File: src/rtl/ps2_rx_frame.sv
// PS/2 receive framer: synchronises and de-glitches ps2_clk/ps2_data, then emits one scancode per key
// event with the E0/F0 prefixes folded into flags. Define PS2_RX_TIMEOUT_EN to abort stalled frames.
module ps2_rx_frame #(
    parameter int SYNC_STAGES    = 2,
    parameter int FILTER_LEN     = 4,
    parameter int TIMEOUT_CYCLES = 50000
) (
    input  logic       clk,
    input  logic       reset,
    input  logic       ps2_clk,
    input  logic       ps2_data,
    output logic [7:0] key_byte,
    output logic       key_valid,
    output logic       key_break,
    output logic       key_ext,
    output logic       frame_err,
    output logic       busy
);
    typedef enum logic [1:0] {S_IDLE, S_DATA, S_PARITY, S_STOP} state_e;
    localparam int FW = $clog2(FILTER_LEN + 1);

    logic [SYNC_STAGES-1:0] clk_sync_q, clk_sync_d, dat_sync_q, dat_sync_d;
    logic                   clk_s, dat_s, fall;
    logic                   filt_q, filt_d;
    logic [FW-1:0]          fcnt_q, fcnt_d;
    state_e                 state_q, state_d;
    logic [2:0]             bitcnt_q, bitcnt_d;
    logic [7:0]             shreg_q, shreg_d;
    logic                   par_q, par_d;
    logic                   brk_pend_q, brk_pend_d, ext_pend_q, ext_pend_d;
    logic [7:0]             key_byte_q, key_byte_d;
    logic                   key_valid_q, key_valid_d, key_break_q, key_break_d;
    logic                   key_ext_q, key_ext_d, frame_err_q, frame_err_d, busy_q, busy_d;
    logic                   tmo_hit;

    // Filtered clock flips only after FILTER_LEN consecutive samples disagree with it.
    always_comb begin
        clk_sync_d = {clk_sync_q[SYNC_STAGES-2:0], ps2_clk};
        dat_sync_d = {dat_sync_q[SYNC_STAGES-2:0], ps2_data};
        clk_s      = clk_sync_q[SYNC_STAGES-1];
        dat_s      = dat_sync_q[SYNC_STAGES-1];
        fcnt_d     = '0;
        filt_d     = filt_q;
        if (clk_s != filt_q) begin
            if (fcnt_q == FW'(FILTER_LEN - 1)) filt_d = clk_s;
            else                               fcnt_d = fcnt_q + FW'(1);
        end
        fall = filt_q & ~filt_d;
    end

`ifdef PS2_RX_TIMEOUT_EN
    localparam int TW = $clog2(TIMEOUT_CYCLES);
    logic [TW-1:0] tmo_q, tmo_d;

    // A fall in the same cycle as expiry wins: the frame is still alive.
    always_comb begin
        tmo_d   = '0;
        tmo_hit = (state_q != S_IDLE) && !fall && (tmo_q == TW'(TIMEOUT_CYCLES - 1));
        if (state_q != S_IDLE && !fall && !tmo_hit) tmo_d = tmo_q + TW'(1);
    end

    always_ff @(posedge clk) begin
        if (reset) tmo_q <= '0;
        else       tmo_q <= tmo_d;
    end
`else
    assign tmo_hit = 1'b0;
`endif

    always_comb begin
        state_d     = state_q;
        bitcnt_d    = bitcnt_q;
        shreg_d     = shreg_q;
        par_d       = par_q;
        brk_pend_d  = brk_pend_q;
        ext_pend_d  = ext_pend_q;
        key_byte_d  = key_byte_q;
        key_break_d = key_break_q;
        key_ext_d   = key_ext_q;
        key_valid_d = 1'b0;
        frame_err_d = 1'b0;
        if (tmo_hit) begin
            state_d     = S_IDLE;
            frame_err_d = 1'b1;
            brk_pend_d  = 1'b0;
            ext_pend_d  = 1'b0;
        end else if (fall) begin
            unique case (state_q)
                S_IDLE: if (!dat_s) begin
                    state_d  = S_DATA;
                    bitcnt_d = 3'd0;
                end
                S_DATA: begin
                    shreg_d  = {dat_s, shreg_q[7:1]};
                    bitcnt_d = bitcnt_q + 3'd1;
                    if (bitcnt_q == 3'd7) state_d = S_PARITY;
                end
                S_PARITY: begin
                    par_d   = dat_s;
                    state_d = S_STOP;
                end
                S_STOP: begin
                    state_d = S_IDLE;
                    if (dat_s && ^{shreg_q, par_q}) begin
                        if (shreg_q == 8'hF0)      brk_pend_d = 1'b1;
                        else if (shreg_q == 8'hE0) ext_pend_d = 1'b1;
                        else begin
                            key_valid_d = 1'b1;
                            key_byte_d  = shreg_q;
                            key_break_d = brk_pend_q;
                            key_ext_d   = ext_pend_q;
                            brk_pend_d  = 1'b0;
                            ext_pend_d  = 1'b0;
                        end
                    end else begin
                        frame_err_d = 1'b1;
                        brk_pend_d  = 1'b0;
                        ext_pend_d  = 1'b0;
                    end
                end
                default: state_d = S_IDLE;
            endcase
        end
        busy_d = (state_d != S_IDLE);
    end

    always_ff @(posedge clk) begin
        if (reset) begin
            clk_sync_q  <= '1;
            dat_sync_q  <= '1;
            filt_q      <= 1'b1;
            fcnt_q      <= '0;
            state_q     <= S_IDLE;
            bitcnt_q    <= 3'd0;
            shreg_q     <= 8'h00;
            par_q       <= 1'b0;
            brk_pend_q  <= 1'b0;
            ext_pend_q  <= 1'b0;
            key_byte_q  <= 8'h00;
            key_valid_q <= 1'b0;
            key_break_q <= 1'b0;
            key_ext_q   <= 1'b0;
            frame_err_q <= 1'b0;
            busy_q      <= 1'b0;
        end else begin
            clk_sync_q  <= clk_sync_d;
            dat_sync_q  <= dat_sync_d;
            filt_q      <= filt_d;
            fcnt_q      <= fcnt_d;
            state_q     <= state_d;
            bitcnt_q    <= bitcnt_d;
            shreg_q     <= shreg_d;
            par_q       <= par_d;
            brk_pend_q  <= brk_pend_d;
            ext_pend_q  <= ext_pend_d;
            key_byte_q  <= key_byte_d;
            key_valid_q <= key_valid_d;
            key_break_q <= key_break_d;
            key_ext_q   <= key_ext_d;
            frame_err_q <= frame_err_d;
            busy_q      <= busy_d;
        end
    end

    assign key_byte  = key_byte_q;
    assign key_valid = key_valid_q;
    assign key_break = key_break_q;
    assign key_ext   = key_ext_q;
    assign frame_err = frame_err_q;
    assign busy      = busy_q;
endmodule
File: config.mk
export PLATFORM = sky130hd
export DESIGN_NAME = ps2_rx_frame
export DESIGN_NICKNAME = d
export VERILOG_FILES = /design/src/rtl/ps2_rx_frame.sv
export SDC_FILE = /design/constraint.sdc
export NUM_CORES = 1
export LEC_CHECK = 0
export BUFFER_PORTS_ARGS = -buffer_cell sky130_fd_sc_hd__buf_2
export CORE_ASPECT_RATIO = 0.8
export CORE_MARGIN = 2
export CORE_UTILIZATION = 38
export CTS_CLUSTER_DIAMETER = 80
export DETAILED_ROUTE_END_ITERATION = 8
export PLACE_DENSITY_LB_ADDON = 0.25
export SLEW_MARGIN = 10
export SYNTH_ARGS = -nofsm -noshare
export SYNTH_HDL_FRONTEND = slang
export SYNTH_SLANG_ARGS = --single-unit
File: constraint.sdc
create_clock -name clk -period 2.5 [get_ports clk]
set_input_delay 0.125 -clock clk [delete_from_list [all_inputs] [get_ports clk]]
set_output_delay 0.125 -clock clk [all_outputs]
set_load 0.005 [all_outputs]
### Word-level counts from Yosys, hierarchy flattened

Cells that the tools add are included.

| word-level totals | value |
|---|---|
| ROM bits | 0 |
| output and inout port bits | 13 |
| RAM bits | 0 |
| memories kept | 0 |
| bits in latches | 0 |
| bits of input ports | 4 |
| register bits after elaboration | 37 |

| cells by class | value |
|---|---|
| shifts and indexed selects | 0 |
| order comparisons | 0 |
| mux-type cells | 16 |
| equality and inequality tests | 11 |
| bitwise operators | 8 |
| reductions and logical operators | 14 |
| div/mod/pow operators | 0 |
| multiply operators | 0 |
| add/sub/neg operators | 2 |

Operators with widths:

| operator | count |
|---|---|
| 8-bit == test (second input constant) | 2 |
| 1-bit 2-to-1 mux | 10 |
| 3-bit AND reduction | 3 |
| 9-bit XOR reduction | 1 |
| 2-bit one-hot mux with 4 select lines | 1 |
| 1-bit NOT | 7 |
| 3-bit by 1-bit adder with 3-bit output (second input constant) | 2 |
| 2-bit 2-to-1 mux | 3 |
| 3-bit one-hot mux with 2 select lines | 1 |
| 3-bit OR reduction | 2 |
| 5-bit AND reduction | 1 |
| 5-bit OR reduction | 1 |
| 2-bit == test (second input constant) | 2 |
| 2-bit != test (second input constant) | 2 |
| 2-bit AND reduction | 2 |
| 2-bit nonzero test | 2 |
| 3-bit by 2-bit == test with 1-bit output (second input constant) | 1 |
| 3-bit == test (second input constant) | 1 |
| 3-bit 2-to-1 mux | 1 |
| 3-bit != test (second input constant) | 1 |
| 2-bit by 1-bit == test with 1-bit output (second input constant) | 1 |
| 2-bit zero test | 1 |
| 1-bit bitwise AND | 1 |
| 1-bit logical AND | 1 |
| 1-bit != test | 1 |

### Depth between registers and ports, before layout

Gate-level depths: netlist of run 1.

| depth | value |
|---|---|
| depth in word-level cells | 7 |
| gate-level depth with buffers | 9 |
| gate-level depth less buffers | 7 |

### Least setup slack after synthesis of run 1

No wires, ideal clock.

| timing | value |
|---|---|
| path kind | reg2reg |
| from | register fcnt_q[0] |
| to | register key_break_q, in the netlist key_break |
| library setup time | 72 ps |
| required time | 2428 ps |
| arrival time | 1718 ps |
| stages on the path, launching flop included | 10 |
| slack | 711 ps |
| clock period less this slack | 1789 ps |
| path through | dfxtp_1 -> ha_1 -> ha_1 -> and3b_1 -> clkbuf_1 -> nand3_1 -> nor2_1 -> and3_4 -> buf_12 -> mux2i_1 |

| on the way | value |
|---|---|
| cells in the longest elaborated chain, start to end | 6 |

RTL lines:

| element | RTL line | RTL |
|---|---|---|
| start: declaration | 25 | `logic [FW-1:0] fcnt_q, fcnt_d;` |
| start signal: assignment | 149 | `fcnt_q <= fcnt_d;` |
| 3-bit by 2-bit == test with 1-bit output | 45 | `if (fcnt_q == FW'(FILTER_LEN - 1)) filt_d = clk_s;` |
| 1-bit 2-to-1 mux | 45 |  |
| 1-bit 2-to-1 mux | 44 | `if (clk_s != filt_q) begin` |
| 1-bit NOT | 48 | `fall = filt_q & ~filt_d;` |
| 1-bit bitwise AND | 48 |  |
| 5-bit AND reduction (no source line) | - |  |
| end signal: assignment | 158 | `key_break_q <= key_break_d;` |
| end: declaration | 32 | `logic key_valid_q, key_valid_d, key_break_q, key_break_d;` |

Every way passes these cells.
A chain may end at the register's enable or synchronous reset.

### Worst setup path in the final report of run 1

| timing | value |
|---|---|
| from | register fcnt_q[0] |
| to | register bitcnt_q[1] |

| on the way | value |
|---|---|
| cells in the longest elaborated chain, start to end | 6 |

RTL lines:

| element | RTL line | RTL |
|---|---|---|
| 3-bit by 2-bit == test with 1-bit output | 45 |  |
| 1-bit 2-to-1 mux | 45 |  |
| 1-bit 2-to-1 mux | 44 |  |
| 1-bit NOT | 48 |  |
| 1-bit bitwise AND | 48 |  |
| 3-bit AND reduction (no source line) | - |  |
| end signal: assignment | 151 | `bitcnt_q <= bitcnt_d;` |
| end: declaration | 27 | `logic [2:0] bitcnt_q, bitcnt_d;` |

Every way passes these cells.

==> results.py, run 1 <==
metrics = {
    "status": {
        "status": "finished clean",
    },
    "routing": {
        "ant_nets": 0,
        "wirelength_mm": 2.833,
        "viasPerCell": 4.709,
        "drtIter0Drc": 80,
        "drt-pass1-iter-count": 4,
        "wl_per_cell_um": 12.11,
        "vias": 1102,
        "drcViolationCount": 0,
    },
    "yosys": {
        "synth_edf_count": 0,
        "synth_area_leaders": "dfxtp_1 (48%), nand2b_1 (7.6%), mux2i_1 (7.1%)",
        "synthCells": 162,
        "synth_flop_cell": "dfxtp_1",
        "ys_types": 33,
        "avgSynthCellArea_um2": 9.593,
        "syn-num-nets": 170,
        "synth_common_cells": "dfxtp_1 (37), nand2b_1 (19), nor2_1 (14)",
        "synth_top_area_frac": 0.4767,
        "ys_warn_count": 0,
        "seq_area_frac_synth": 0.4767,
        "post-synth-top-area-cell": "dfxtp_1",
        "synthArstFlopShare": 0,
        "yosysMostFrequentCell": "dfxtp_1",
        "synth_seq_cells": 37,
        "syn_area_um2": 1554,
    },
    "setup_path": {
        "start_kind": "register",
        "r2r_cells": 8,
        "r2r_start": "fcnt_q[0]$_SDFF_PP0_",
        "critical_path_required_ns": 2.66,
        "arrival_ns": 2.08,
        "worstSetupEndpointType": "register",
        "path_class": "reg2reg",
        "worstPathMaxFanout": 10,
        "timing.rr.end": "bitcnt_q[1]$_SDFFE_PP0P_",
        "r2r_setup_slack_ns": 0.57,
    },
    "power": {
        "p_per_area_nw_per_um2": 581.8,
        "switchingPower_uw": 223.5,
        "switching_share": 0.2196,
        "p_int_uw": 794.1,
        "combPwrFrac": 0.020,
        "sequentialPowerShare": 0.585,
        "ir_drop_uv": 282.1,
        "leakagePower_nw": 0.6747,
        "power_frac_clock": 0.395,
    },
    "clock_network": {
        "cts_root_buf": "clkbuf_8",
        "cts_buffers": 5,
        "cts_setup_buffers": 0,
        "clkLatencyLatePin_ns": 0.29,
        "holdBufCountCts": 0,
        "cts_max_level": 2,
        "ctsLongestPathBuffers": 2,
        "cts_tree": "done",
        "ctsResizeCount": 0,
        "clk_pin_slew_worst_paths_ns": 0.07,
        "cts.sinks": 37,
    },
    "cells_and_area": {
        "nets": 186,
        "area_growth_pct": 12.56,
        "fin_util": 0.4539,
        "nFillCells": 402,
        "layout-drive-gt1-share": 0.1788,
        "antennaDiodeCount": 0,
    },
    "floorplanning": {
        "die_area_um2": 4620,
        "rows": 20,
        "start_util": 0.4032,
        "die_y_um": 61.20,
        "core-area_um2": 3854,
        "io-pin-count": 17,
        "die_w_um": 75.50,
    },
    "timing": {
        "worst_slew_pin_slew_ns": 0.6276,
        "holdWs_ns": 0.01140,
        "slew_headroom": 0.5816,
        "layout_min_cycle_time_ns": 1.929,
        "setup_viol": 0,
        "slew_violations": 0,
        "hold_violations": 0,
        "fin_skew_ns": 0.003909,
        "rsz0062_at_grt": "false",
        "fin_crit_sh": 0.7714,
        "tns_ns": 0,
        "max_freq_ghz": 0.5185,
    },
    "grt": {
        "antenna_found_initial": 0,
        "grt_max_degree": 45,
        "grt_pass1_vias": 1094,
        "grt_pass1_wl_mm": 4.850,
        "track_usage": 0.1452,
        "globalRouteOverflowTotal": 0,
    },
    "placed_design": {
        "port_buffers": 16,
        "dpl.hpwl_mm": 1.910,
        "place_congestion": 0.8501,
    },
    "run": {
        "drv_cap": 0,
    },
    "min_path": {
        "hold_path_depth": 2,
        "hold_class": "in2reg",
        "whs_endpoint": "clk_sync_q[0]$_SDFF_PP1_",
        "hp-start": "ps2_clk",
    },
}
==> routing by layer <==
| layer | vias to the layer above | track usage | share of wire |
|---|---|---|---|
| met5 | - | 0 | 0 |
| met4 | 0 | 0.08020 | 0.023 |
| met3 | 9 | 0.05237 | 0.037 |
| met2 | 14 | 0.2211 | 0.43 |
| met1 | 509 | 0.1803 | 0.51 |
| li1 | 570 | - | - |
==> worst max-delay path, stage by stage (launching register included) <==
cell,delay [ns]
dfxtp_1,0.32
ha_1,0.19
ha_1,0.21
and3b_1,0.27
nand2_1,0.28
nor2_1,0.09
buf_4,0.19
a22oi_1,0.20
nor2_1,0.05
==> cell type report <==
| class | count | area (um2) | area share |
|---|---|---|---|
| multi-input cells | 113 | 750.7 | 0.4292 |
| flip-flops and latches | 37 | 740.7 | 0.4235 |
| inverters | 4 | 15.01 | 0.008584 |
| repair buffers | 17 | 87.58 | 0.05007 |
| well taps | 55 | 68.82 | 0.03934 |
| clock inverters | 3 | 17.52 | 0.01001 |
| clock buffers | 5 | 68.82 | 0.03934 |
==> state kept, by name, summed over array words and instances, names as in the netlist <==
register / flops
ext_pend_q: 1
key_byte: 8
clk_sync_q: 2
key_valid: 1
state_q: 2
dat_sync_q: 2
key_break: 1
fcnt_q: 3
frame_err: 1
par_q: 1
filt_q: 1
busy: 1
key_ext: 1
brk_pend_q: 1
shreg_q: 8
bitcnt_q: 3
==> per-stage QoR <==
step	cell area, um2	worst slack, ns	cells	power [mW]
floorplan	1554	0.7105	162	0.6237
global placement	1663	0.6253	226	0.6289
detailed placement	1663	0.5663	226	0.6296
CTS	1749	0.5524	234	1.027
global route	1749	0.3952	234	1.051
finish	1749	0.5715	234	1.018
==> logic make-up (layout without fill, tap and decap cells) <==
| logic type | count (synthesis) | in the layout | share of synthesized area |
|---|---|---|---|
| AO/OA/AOI/OAI | 28 | 28 | 0.1039 |
| AND/OR/NAND/NOR | 62 | 62 | 0.2166 |
| adder cells (fa/ha/maj) | 4 | 4 | 0.03221 |
| flip-flops | 37 | 37 | 0.4767 |
| buffers and inverters | 12 | 29 | 0.04025 |
| XOR/XNOR | 8 | 8 | 0.05958 |
| multiplexers | 11 | 11 | 0.07086 |
==> power by group through the flow <==
stage	Combinational, mW	Clock, mW	Sequential [mW]
after CTS	0.0208	0.411	0.595
after floorplan	0.0159	0	0.608
final	0.0204	0.402	0.595
after detailed placement	0.0208	0	0.609
after global placement	0.0202	0	0.609
after global routing	0.0233	0.433	0.595
==> worst max-delay path by stage <==
stage / startpoint / end / slack, ns / cells past startpoint
finish: fcnt_q[0]$_SDFF_PP0_ / bitcnt_q[1]$_SDFFE_PP0P_ / 0.57 / 8
global route: fcnt_q[0]$_SDFF_PP0_ / bitcnt_q[1]$_SDFFE_PP0P_ / 0.40 / 8
CTS: fcnt_q[0]$_SDFF_PP0_ / bitcnt_q[1]$_SDFFE_PP0P_ / 0.55 / 8
detailed placement: fcnt_q[0]$_SDFF_PP0_ / bitcnt_q[1]$_SDFFE_PP0P_ / 0.57 / 8
global placement: fcnt_q[0]$_SDFF_PP0_ / bitcnt_q[1]$_SDFFE_PP0P_ / 0.63 / 8
floorplan: fcnt_q[0]$_SDFF_PP0_ / key_break$_SDFFE_PP0P_ / 0.71 / 9
==> layout by cell type, fill, tap and decap left out, types with 5 or more instances in the layout <==
cell      count
a21oi_1      11
buf_2        16
clkbuf_8      5
dfxtp_1      37
mux2i_1      11
nand2_1      11
nand2b_1     19
nor2_1       14
o21ai_0       9
xnor2_1       5
Note: power is estimated with default switching activity, not from simulation.
==> inputs of run 2 (changes only) <==
ABC_AREA = 1   (was unset)
clock period = 1.8 ns   (was 2.5 ns; I/O delays follow)
==> results.py, run 2 <==
metrics = {
    "status": {
        "status": "finished clean",
    },
    "placed_design": {
        "dpl.hpwl_mm": 2.378,
        "dp_slack_ns": -0.05225,
        "place_congestion": 0.8239,
        "port_buffers": 16,
    },
    "power": {
        "p_total_mw": 1.431,
        "sequentialPowerShare": 0.578,
        "combPwrFrac": 0.027,
        "switchingPower_uw": 324.3,
        "switching_share": 0.2266,
        "leakagePower_nw": 0.9944,
        "power_frac_clock": 0.395,
        "p_per_area_nw_per_um2": 676.8,
        "p_int_mw": 1.107,
        "ir_drop_uv": 297.3,
    },
    "grt": {
        "grt_util_met2": 0.2188,
        "grtUsageMet3": 0.04178,
        "grt_max_degree": 16,
        "grt_pass1_wl_mm": 5.630,
        "grt_pass1_vias": 1317,
        "track_usage": 0.1406,
        "globalRouteOverflowTotal": 0,
        "grt.busiest_layer": "met2",
        "antenna_found_initial": 0,
        "use_met1": 0.1769,
    },
    "yosys": {
        "synth_top_area_frac": 0.4223,
        "post-synth-top-area-cell": "dfxtp_1",
        "yosysMostFrequentCell": "nand2_1",
        "syn-num-nets": 256,
        "synth_seq_cells": 37,
        "syn_area_um2": 1754,
        "synth_common_cells": "nand2_1 (58), inv_1 (42), dfxtp_1 (37)",
        "synth_flop_cell": "dfxtp_1",
        "seq_area_frac_synth": 0.4223,
        "ys_warn_count": 0,
        "ys_types": 27,
        "synth_area_leaders": "dfxtp_1 (42%), nand2_1 (12%), inv_1 (9.0%)",
        "synth_edf_count": 0,
        "synthCells": 248,
        "synthArstFlopShare": 0,
        "avgSynthCellArea_um2": 7.073,
    },
    "floorplanning": {
        "die_y_um": 64.77,
        "core-area_um2": 4514,
        "rows": 22,
        "start_util": 0.3886,
        "die_w_um": 79.96,
        "io-pin-count": 17,
        "die_area_um2": 5179,
    },
    "timing": {
        "setup_viol": 0,
        "fin_crit_sh": 0.9698,
        "slew_violations": 0,
        "fin_skew_ns": 0.007183,
        "holdWs_ns": 0.1262,
        "setup_ws_ns": 0.05443,
        "worst_slew_pin_slew_ns": 0.4331,
        "layout_min_cycle_time_ns": 1.746,
        "hold_violations": 0,
        "max_freq_ghz": 0.5729,
        "rsz0062_at_grt": "true",
        "slew_headroom": 0.7109,
    },
    "routing": {
        "drtIter0Drc": 126,
        "ant_nets": 0,
        "drt-pass1-iter-count": 4,
        "wirelength_mm": 3.403,
        "wl_per_cell_um": 10.16,
        "drcViolationCount": 0,
        "vias": 1512,
        "viasPerCell": 4.513,
    },
    "clock_network": {
        "cts_max_level": 2,
        "clk_pin_slew_worst_paths_ns": 0.07,
        "ctsLongestPathBuffers": 2,
        "cts_root_buf": "clkbuf_8",
        "cts_buffers": 5,
        "cts_tree": "done",
        "clkLatencyLatePin_ns": 0.30,
        "cts.sinks": 37,
    },
    "cells_and_area": {
        "layout-drive-gt1-share": 0.2545,
        "area_growth_pct": 20.54,
        "nFillCells": 464,
        "antennaDiodeCount": 0,
        "nets": 282,
        "final_common_cell": "nand2_1",
        "layout_common_cells": "nand2_1 (55), inv_1 (39), dfxtp_1 (35), nor2_1 (20), buf_2 (16)",
    },
    "setup_path": {
        "worstSetupEndpointType": "register",
        "arrival_ns": 1.95,
        "r2r_cells": 12,
        "start_kind": "register",
        "r2r_setup_slack_ns": 0.05,
        "setup.worst_path.end": "key_byte[7]$_SDFFE_PP0P_",
        "r2r_start": "fcnt_q[1]$_SDFF_PP0_",
        "timing.rr.end": "key_byte[7]$_SDFFE_PP0P_",
        "worstPathMaxFanout": 8,
        "critical_path_required_ns": 2.00,
        "path_class": "reg2reg",
        "crit_path_start": "fcnt_q[1]$_SDFF_PP0_",
    },
    "run": {
        "drv_cap": 0,
    },
    "min_path": {
        "hold_class": "in2reg",
    },
}
run 2: final cells by class:
type / instances / area [um2] / share of cell area
Multi-Input combinational cell: 157 / 869.6 / 0.4112
Clock inverter: 2 / 10.01 / 0.004734
Clock buffer: 6 / 72.57 / 0.03432
Tap cell: 60 / 75.07 / 0.03550
Inverter: 47 / 176.4 / 0.08343
Timing Repair Buffer: 26 / 167.7 / 0.07929
Sequential cell: 37 / 743.2 / 0.3515
run 2: what timing repair did:
action | 4_1_cts | 5_1_grt
resized for setup | 1 | 19
gates cloned | 0 | 1
endpoints found under the setup margin | 10 | 14
endpoints found under the hold margin | 2 | 0
hold buffers | 2 | 0
pin swaps | 0 | 26
setup buffers | 0 | 1
run 2: power groups by stage:
stage	Clock, mW	Sequential [mW]	Combinational (mW)
2_1_floorplan	0	0.844	0.0252
3_3_place_gp	0	0.845	0.0354
3_5_place_dp	0	0.845	0.0354
4_1_cts	0.587	0.826	0.0388
5_1_grt	0.613	0.828	0.0451
6_report	0.565	0.827	0.0387
run 2: logic make-up (layout without fill, tap and decap cells):
family          after synthesis  in the layout  share of synthesized area
buf+inv                      55             81                     0.1248
fa+ha+maj                     4              4                    0.02853
compound gates               29             29                    0.08773
simple gates                120            121                     0.3217
flops                        37             37                     0.4223
xor+xnor                      3              3                    0.01498
run 2: metal layers:
| metal | routed length [um] | part of all wire |
|---|---|---|
| met1 | 1803 | 0.53 |
| met2 | 1372 | 0.40 |
| met3 | 149 | 0.044 |
| met4 | 78 | 0.023 |
| met5 | 0 | 0 |
run 2: critical path: stages (launching register included):
cell and delay [ns]:
dfxtp_2 0.34, ha_4 0.14, ha_4 0.15, nand2_4 0.05, nor2_4 0.11, nand2_2 0.07, nor2_4 0.12, nand2_2 0.07
nor2_4 0.23, buf_6 0.16, nand4_1 0.08, nand2_1 0.08, nor2_2 0.03
run 2: worst min-delay path by stage:
stage                                to  depth (start not counted)  slack, ns     start
4_1_cts        bitcnt_q[1]$_SDFFE_PP0P_                          2       0.13     reset
5_1_grt        bitcnt_q[1]$_SDFFE_PP0P_                          2       0.15     reset
2_1_floorplan  clk_sync_q[0]$_SDFF_PP1_                          1       0.19   ps2_clk
3_5_place_dp   clk_sync_q[0]$_SDFF_PP1_                          2       0.28   ps2_clk
6_report           key_valid$_SDFF_PP0_                          2       0.13     reset
3_3_place_gp   dat_sync_q[0]$_SDFF_PP1_                          2       0.27  ps2_data
run 2: through the flow:
stage | utilization | setup TNS [ns] | cells | cell area, um2
floorplan | - | 0 | 248 | 1754
global placement | 0.4252 | -0.01381 | 323 | 1919
detailed placement | 0.4252 | -0.3422 | 323 | 1919
CTS | 0.4496 | 0 | 333 | 2029
global route | 0.4684 | -0.5811 | 335 | 2115
finish | 0.4684 | 0 | 335 | 2115
